===== src/rtl/dbg_uart_pkg.sv =====
// dbg_uart_pkg: shared constants and state encodings for the debug UART to
// Wishbone bridge.
//   CMD_RD / CMD_WR   command bytes accepted from the host
//   RSP_WR_OK         reply byte for a completed write
//   RSP_ERR           reply byte for a Wishbone timeout
//   dbg_state_e       command FSM states
//   rx_state_e        UART receiver states
//   tx_state_e        UART transmitter states
package dbg_uart_pkg;

   localparam logic [7:0] CMD_RD    = 8'hA1;
   localparam logic [7:0] CMD_WR    = 8'hA2;
   localparam logic [7:0] RSP_WR_OK = 8'hAC;
   localparam logic [7:0] RSP_ERR   = 8'hEE;

   typedef enum logic [2:0] {
      StIdle,
      StAddr,
      StWdata,
      StWb,
      StResp
   } dbg_state_e;

   typedef enum logic [1:0] {
      RxIdle,
      RxStart,
      RxData,
      RxStop
   } rx_state_e;

   typedef enum logic {
      TxIdle,
      TxBusy
   } tx_state_e;

endpackage


===== src/rtl/dbg_uart_phy.sv =====
// dbg_uart_phy: 8N1 UART receiver and transmitter, LSB first.
//   clk, rst          clock, synchronous active-high reset
//   ser_rx            asynchronous serial input (2-flop synchronised here)
//   ser_tx            serial output, idles high
//   rx_valid/rx_data  one-cycle pulse with a received byte (stop bit was 1)
//   rx_err            one-cycle pulse when a byte had a 0 stop bit (byte dropped)
//   tx_start/tx_data  load a byte for transmission (honoured only while idle)
//   tx_busy           high while a byte (start, data, stop) is being sent
module dbg_uart_phy
   import dbg_uart_pkg::*;
#(
   parameter int unsigned CLKS_PER_BIT = 87
) (
   input  logic       clk,
   input  logic       rst,
   input  logic       ser_rx,
   output logic       ser_tx,
   output logic       rx_valid,
   output logic       rx_err,
   output logic [7:0] rx_data,
   input  logic       tx_start,
   input  logic [7:0] tx_data,
   output logic       tx_busy
);

   localparam int unsigned CW = $clog2(CLKS_PER_BIT + 1);
   localparam logic [CW-1:0] FULL = CW'(CLKS_PER_BIT - 1);
   localparam logic [CW-1:0] HALF = CW'(CLKS_PER_BIT / 2);

   // Receiver
   rx_state_e     rx_state;
   logic          rx_meta, rx_sync, rx_prev;
   logic [CW-1:0] rx_cnt;
   logic [2:0]    rx_bit;
   logic [7:0]    rx_shift;

   always_ff @(posedge clk) begin
      if (rst) begin
         rx_meta  <= 1'b1;
         rx_sync  <= 1'b1;
         rx_prev  <= 1'b1;
         rx_state <= RxIdle;
         rx_cnt   <= '0;
         rx_bit   <= '0;
         rx_shift <= '0;
         rx_valid <= 1'b0;
         rx_err   <= 1'b0;
         rx_data  <= '0;
      end else begin
         rx_meta  <= ser_rx;
         rx_sync  <= rx_meta;
         rx_prev  <= rx_sync;
         rx_valid <= 1'b0;
         rx_err   <= 1'b0;
         unique case (rx_state)
            RxIdle: begin
               if (rx_prev && !rx_sync) begin
                  rx_state <= RxStart;
                  rx_cnt   <= '0;
               end
            end
            RxStart: begin
               // Line back high at mid start bit: a glitch, not a frame.
               if (rx_cnt == HALF) begin
                  rx_cnt   <= '0;
                  rx_bit   <= '0;
                  rx_state <= rx_sync ? RxIdle : RxData;
               end else begin
                  rx_cnt <= rx_cnt + 1'b1;
               end
            end
            RxData: begin
               if (rx_cnt == FULL) begin
                  rx_cnt   <= '0;
                  rx_shift <= {rx_sync, rx_shift[7:1]};
                  rx_bit   <= rx_bit + 3'd1;
                  if (rx_bit == 3'd7) rx_state <= RxStop;
               end else begin
                  rx_cnt <= rx_cnt + 1'b1;
               end
            end
            RxStop: begin
               if (rx_cnt == FULL) begin
                  rx_cnt   <= '0;
                  rx_state <= RxIdle;
                  if (rx_sync) begin
                     rx_valid <= 1'b1;
                     rx_data  <= rx_shift;
                  end else begin
                     rx_err <= 1'b1;
                  end
               end else begin
                  rx_cnt <= rx_cnt + 1'b1;
               end
            end
            default: rx_state <= RxIdle;
         endcase
      end
   end

   // Transmitter: start bit driven on load, then 8 data bits and the stop bit
   // shifted out of tx_shift (stop bit pre-loaded in its MSB).
   tx_state_e     tx_state;
   logic [CW-1:0] tx_cnt;
   logic [3:0]    tx_bit;
   logic [8:0]    tx_shift;

   always_ff @(posedge clk) begin
      if (rst) begin
         tx_state <= TxIdle;
         tx_cnt   <= '0;
         tx_bit   <= '0;
         tx_shift <= '1;
         ser_tx   <= 1'b1;
      end else begin
         unique case (tx_state)
            TxIdle: begin
               ser_tx <= 1'b1;
               if (tx_start) begin
                  tx_state <= TxBusy;
                  tx_shift <= {1'b1, tx_data};
                  tx_cnt   <= '0;
                  tx_bit   <= '0;
                  ser_tx   <= 1'b0;
               end
            end
            TxBusy: begin
               if (tx_cnt == FULL) begin
                  tx_cnt <= '0;
                  if (tx_bit == 4'd9) begin
                     tx_state <= TxIdle;
                     ser_tx   <= 1'b1;
                  end else begin
                     ser_tx   <= tx_shift[0];
                     tx_shift <= {1'b1, tx_shift[8:1]};
                     tx_bit   <= tx_bit + 4'd1;
                  end
               end else begin
                  tx_cnt <= tx_cnt + 1'b1;
               end
            end
            default: tx_state <= TxIdle;
         endcase
      end
   end

   assign tx_busy = (tx_state == TxBusy);

endmodule


===== src/rtl/dbg_uart_wb_bridge.sv =====
// dbg_uart_wb_bridge: debug responder that turns UART command frames into
// single 32-bit Wishbone master cycles and replies over UART.
//   Frame: CMD (A1 read / A2 write), A3..A0, [D3..D0 for writes], MSB first.
//   Reply: read -> D3..D0, write -> AC; on timeout EE (x4 for reads).
// Ports:
//   wb_clk_i, wb_rst_i   clock, synchronous active-high reset
//   dbg_en               strap enable (already synchronised)
//   ser_rx, ser_tx       UART pads (ser_tx idles high)
//   wbm_*                Wishbone master (sel is 4'hF during a cycle)
//   busy_o               high whenever the command FSM is not idle
// Build option: define DBG_WB_TIMEOUT_EN to bound the ack wait to TIMEOUT_CYC
// cycles; otherwise the bridge waits for ack indefinitely.
module dbg_uart_wb_bridge
   import dbg_uart_pkg::*;
#(
   parameter int unsigned CLKS_PER_BIT = 87,
   parameter int unsigned TIMEOUT_CYC  = 1024
) (
   input  logic        wb_clk_i,
   input  logic        wb_rst_i,
   input  logic        dbg_en,
   input  logic        ser_rx,
   output logic        ser_tx,
   output logic        wbm_cyc_o,
   output logic        wbm_stb_o,
   output logic        wbm_we_o,
   output logic [3:0]  wbm_sel_o,
   output logic [31:0] wbm_adr_o,
   output logic [31:0] wbm_dat_o,
   input  logic [31:0] wbm_dat_i,
   input  logic        wbm_ack_i,
   output logic        busy_o
);

   logic       rx_valid, rx_err, tx_busy;
   logic [7:0] rx_data;
   logic       tx_start;
   logic [7:0] tx_data;

   dbg_uart_phy #(
      .CLKS_PER_BIT(CLKS_PER_BIT)
   ) u_phy (
      .clk     (wb_clk_i),
      .rst     (wb_rst_i),
      .ser_rx  (ser_rx),
      .ser_tx  (ser_tx),
      .rx_valid(rx_valid),
      .rx_err  (rx_err),
      .rx_data (rx_data),
      .tx_start(tx_start),
      .tx_data (tx_data),
      .tx_busy (tx_busy)
   );

   logic wb_timeout;

`ifdef DBG_WB_TIMEOUT_EN
   localparam int unsigned TW = $clog2(TIMEOUT_CYC + 1);
   logic [TW-1:0] to_cnt;

   // Counts cycles with cyc high; expires on the TIMEOUT_CYC-th cycle.
   always_ff @(posedge wb_clk_i) begin
      if (wb_rst_i || !wbm_cyc_o) to_cnt <= '0;
      else                        to_cnt <= to_cnt + 1'b1;
   end

   assign wb_timeout = wbm_cyc_o && (to_cnt == TW'(TIMEOUT_CYC - 1));
`else
   logic unused_timeout_cfg;
   assign unused_timeout_cfg = ^TIMEOUT_CYC;
   assign wb_timeout = 1'b0;
`endif

   dbg_state_e  state;
   logic        is_wr;
   logic [1:0]  byte_cnt;
   logic [31:0] resp_buf;
   logic [2:0]  resp_left;

   always_ff @(posedge wb_clk_i) begin
      if (wb_rst_i) begin
         state     <= StIdle;
         is_wr     <= 1'b0;
         byte_cnt  <= '0;
         resp_buf  <= '0;
         resp_left <= '0;
         tx_start  <= 1'b0;
         tx_data   <= '0;
         wbm_cyc_o <= 1'b0;
         wbm_stb_o <= 1'b0;
         wbm_we_o  <= 1'b0;
         wbm_sel_o <= '0;
         wbm_adr_o <= '0;
         wbm_dat_o <= '0;
      end else begin
         unique case (state)
            StIdle: begin
               if (dbg_en && rx_valid && (rx_data == CMD_RD || rx_data == CMD_WR)) begin
                  state    <= StAddr;
                  is_wr    <= (rx_data == CMD_WR);
                  byte_cnt <= '0;
               end
            end
            StAddr: begin
               if (!dbg_en || rx_err) begin
                  state <= StIdle;
               end else if (rx_valid) begin
                  wbm_adr_o <= {wbm_adr_o[23:0], rx_data};
                  byte_cnt  <= byte_cnt + 2'd1;
                  if (byte_cnt == 2'd3) begin
                     if (is_wr) begin
                        state <= StWdata;
                     end else begin
                        state     <= StWb;
                        wbm_cyc_o <= 1'b1;
                        wbm_stb_o <= 1'b1;
                        wbm_we_o  <= 1'b0;
                        wbm_sel_o <= 4'hF;
                     end
                  end
               end
            end
            StWdata: begin
               if (!dbg_en || rx_err) begin
                  state <= StIdle;
               end else if (rx_valid) begin
                  wbm_dat_o <= {wbm_dat_o[23:0], rx_data};
                  byte_cnt  <= byte_cnt + 2'd1;
                  if (byte_cnt == 2'd3) begin
                     state     <= StWb;
                     wbm_cyc_o <= 1'b1;
                     wbm_stb_o <= 1'b1;
                     wbm_we_o  <= 1'b1;
                     wbm_sel_o <= 4'hF;
                  end
               end
            end
            StWb: begin
               // dbg_en is ignored here: a started bus cycle always completes.
               if (wbm_ack_i) begin
                  resp_buf  <= is_wr ? {RSP_WR_OK, 24'h0} : wbm_dat_i;
                  resp_left <= is_wr ? 3'd1 : 3'd4;
               end else if (wb_timeout) begin
                  resp_buf  <= {4{RSP_ERR}};
                  resp_left <= is_wr ? 3'd1 : 3'd4;
               end
               if (wbm_ack_i || wb_timeout) begin
                  state     <= StResp;
                  wbm_cyc_o <= 1'b0;
                  wbm_stb_o <= 1'b0;
                  wbm_we_o  <= 1'b0;
                  wbm_sel_o <= '0;
               end
            end
            StResp: begin
               // tx_start is a one-cycle pulse; the PHY is busy by the cycle after.
               if (tx_start) begin
                  tx_start <= 1'b0;
               end else if (!tx_busy) begin
                  if (resp_left == 3'd0 || !dbg_en) begin
                     state <= StIdle;
                  end else begin
                     tx_start  <= 1'b1;
                     tx_data   <= resp_buf[31:24];
                     resp_buf  <= {resp_buf[23:0], 8'h00};
                     resp_left <= resp_left - 3'd1;
                  end
               end
            end
            default: state <= StIdle;
         endcase
      end
   end

   assign busy_o = (state != StIdle);

endmodule


===== config.mk =====
export PLATFORM = sky130hd
export DESIGN_NAME = dbg_uart_wb_bridge
export DESIGN_NICKNAME = d
export VERILOG_FILES = /design/src/rtl/dbg_uart_pkg.sv /design/src/rtl/dbg_uart_phy.sv /design/src/rtl/dbg_uart_wb_bridge.sv
export SDC_FILE = /design/constraint.sdc
export NUM_CORES = 1
export LEC_CHECK = 0
export BUFFER_PORTS_ARGS = -buffer_cell sky130_fd_sc_hd__buf_2
export CORE_ASPECT_RATIO = 2
export CORE_MARGIN = 1.5
export CORE_UTILIZATION = 57
export DETAILED_ROUTE_END_ITERATION = 12
export PLACE_DENSITY = 0.8
export SKIP_LAST_GASP = 1
export SLEW_MARGIN = 30
export SYNTH_ARGS = -nofsm -noshare
export SYNTH_HDL_FRONTEND = slang
export SYNTH_SLANG_ARGS = --single-unit

===== constraint.sdc =====
create_clock -name wb_clk_i -period 2.2 [get_ports wb_clk_i]
set_input_delay 0 -clock wb_clk_i [delete_from_list [all_inputs] [get_ports wb_clk_i]]
set_output_delay 0 -clock wb_clk_i [all_outputs]
set_load 0.02 [all_outputs]

==> out/results.ini <==
[placement]
dpl_worst_slack_ns=0.3311
io_buffers=109
hpwl_microns=10420
place_inst=1077
place_congestion=0.8367

[synthesis]
synth_area_leaders=dfxtp_1 (47%), nand2_1 (9.1%), a21oi_1 (7.9%)
synthArstFlopShare_pct=0
syn_nets=911
ys_seq_area_share_pct=47.03
synth_commonest_cells=nand2_1 (176), dfxtp_1 (170), a21oi_1 (114), nor2_1 (62), clkbuf_1 (45)
synth_top_area_share_pct=47.03
yosys.area.top_type=dfxtp_1
synth.avg_cell_area_sq_um=8.423
synth_most_common_cell=nand2_1
yosys_most_used_dff=dfxtp_1
synth.distinct_cells=65
synthesis.area_sq_um=7236
netlist_instances=859
synth-seq-cells=170
synth_warnings=0
synth_edf_count=0

[cts]
cts.sinks=170
cts_setup_buffers=0
cts_inserted_buffers=17
clk_pin_slew_ns=0.07
cts_resized=0
cts_max_level=4
ctsRootBufferMaster=clkbuf_16
worstSkewPairLatency_ns=0.42
cts_max_path_buffers=2
cts_tree=done
postCtsHoldBufs=13

[sta]
hold_viol_final=0
fin_tns_setup_ns=0
worst_pin_slew_ns=0.7113
rsz0062_at_grt=false
period_share_pct=88.90
setup-violations-final=0
period_needed_ns=1.956
finClkSkew_ns=0.01278
finalMaxSlewViolations=0
fmax_ghz=0.5113
setup_ws_ns=0.2441
slew_headroom_pct=52.41

[cells_and_area]
multiInputGateArea_sq_um=3483
stdcell_count=1122
fillers=1008
regArea_sq_um=3403
syn_to_final_growth_pct=19.73
final_core_util_pct=69.41
diodes=0
drive_gt1_share_pct=20.99
layout.nets=1011

[critical_path]
slowest_stage=nand3_1
cp_top_family=simple AND/OR/NAND/NOR gates
worstPathBufferInverterCount=1
worst-endpoint-arrival_ns=2.25
path_max_fanout=9
slowest_delay_ns=0.48
crit_required_ns=2.50
crit_chain=inv_1 > ha_1 > nand2b_1 > nor2_1 > nand3_1 > mux2i_1 > nor2_1
cpMostUsedCell=nor2_1
path_class=reg -> reg
startpoint_type=flip-flop
cp-end-kind=flip-flop

[global_route]
grt_pass1_vias=5704
grt-ovfl-total=0
track_usage_pct=24.41
grt_start_max_net_pins=95
grt_pass1_wl_microns=26030
antenna_found_initial=0

[route]
via_per_inst=5.506
drtPass1Iterations=8
routedWlPerCell_microns=14.13
vias=6178
top_layer=met4
route.detailed.drc=0
wl_met2_microns=8682
routed_wl_microns=15860
final_antenna_net_count=0
drt_iter0_markers=333
met1Wirelength_microns=6233
wl_met3_microns=652

[die]
coreArea_sq_um=12480
start_util_pct=57.97
rows=58
die_y_microns=162.3
fp.dieArea_sq_um=13420
io_pins=110
die_w_microns=82.67

[pwr]
vdd_drop_max_mv=0.6910
power_per_cell_area_nw_per_um2=750.6
cellLeakagePower_nw=3.342
power_mw=6.503

[hold_path]
hold_path_class=in -> reg

[flow_run]
cap_violations=0

[status]
status=completed

## worst reg2reg max path, delay by kind of cell, from the launching register on
family / cells / cell delay, ns
DFF: 1 / 0.33
and+or+nand+nor: 4 / 0.92
muxes: 1 / 0.31
adders and majority gates: 1 / 0.17
buffers and inverters: 1 / 0.09
## area by class of cell
cell class | count | area share [%]
multi-input combinational | 608 | 40.21
sequential | 170 | 39.28
timing repair buffer | 146 | 10.49
clock buffer | 18 | 5.069
tap | 150 | 2.166
clock inverter | 14 | 2.094
inverter | 16 | 0.6932
## routing by layer
metal	vias up	GRT usage, %
met5	-	0
met4	0	8.106
met3	20	5.546
met2	138	44.09
met1	2871	27.19
li1	3149	-
## kinds of logic after synthesis
logic type	Yosys count	share of synthesized area (%)
DFF	170	47.03
buffers and inverters	81	5.032
muxes	18	2.490
and+or+nand+nor	374	25.35
adders and majority gates	16	2.732
xor gates and xnor gates	5	0.6052
AOI/OAI and AO/OA	195	16.76
## state kept, by name (all words and copies together), names as in the netlist, 2 cells and up, named ones only
name and cells:
u_phy.tx_shift 8, state 3, u_phy.rx_data 8, u_phy.rx_cnt 7
u_phy.rx_shift 8, resp_buf 32, tx_data 8, wbm_dat_o 32
wbm_adr_o 32, resp_left 3, u_phy.tx_cnt 7, u_phy.rx_bit 3
byte_cnt 2, u_phy.tx_bit 4
## cells in the final DEF (no fill, tap or decap), drive strengths merged, types with 3 or more instances in the layout
master       count
nor3b           24
nand2          176
a31o             3
a211oi          22
nor3            27
or2              7
clkinv           8
inv             21
o22ai            3
mux2i           18
a211o            8
a31oi            5
a21oi          117
dfxtp          170
or3              8
dlygate4sd3     13
nand3           32
nor2b            3
nand3b           5
o21ai           13
o211ai           5
nor2            63
clkbuf          18
ha              15
xnor2            4
buf            133
and3             4
nand4b           4
a41oi            4
nand2b          10
## per-stage QoR
step | hold slack [ns] | instance area, sq um
finish | 0.009227 | 8663
global route | 0.04771 | 8663
CTS | 0.006458 | 8663
detailed placement | 0.1841 | 7913
global placement | 0.1929 | 7913
floorplan | 0.1038 | 7236
## final timing paths
kind	from	end	slack, ns	depth (start not counted)
hold / removal	wbm_dat_i[15]	resp_buf[15]	0.009	4
setup reg to reg	u_phy.rx_cnt[0]	u_phy.rx_data[5]	0.24	7
hold reg to reg	u_phy.rx_meta	u_phy.rx_sync	0.41	1
setup / recovery	u_phy.rx_cnt[0]	u_phy.rx_data[5]	0.24	7
## power breakdown
group / switching, mW / internal (mW) / total (mW) / leakage (nW)
registers: 0.0231 / 3.11 / 3.13 / 1.37
logic: 0.204 / 0.153 / 0.357 / 1.67
clock network: 1.35 / 1.66 / 3.02 / 0.302
Power figures use the tool's default switching activity.
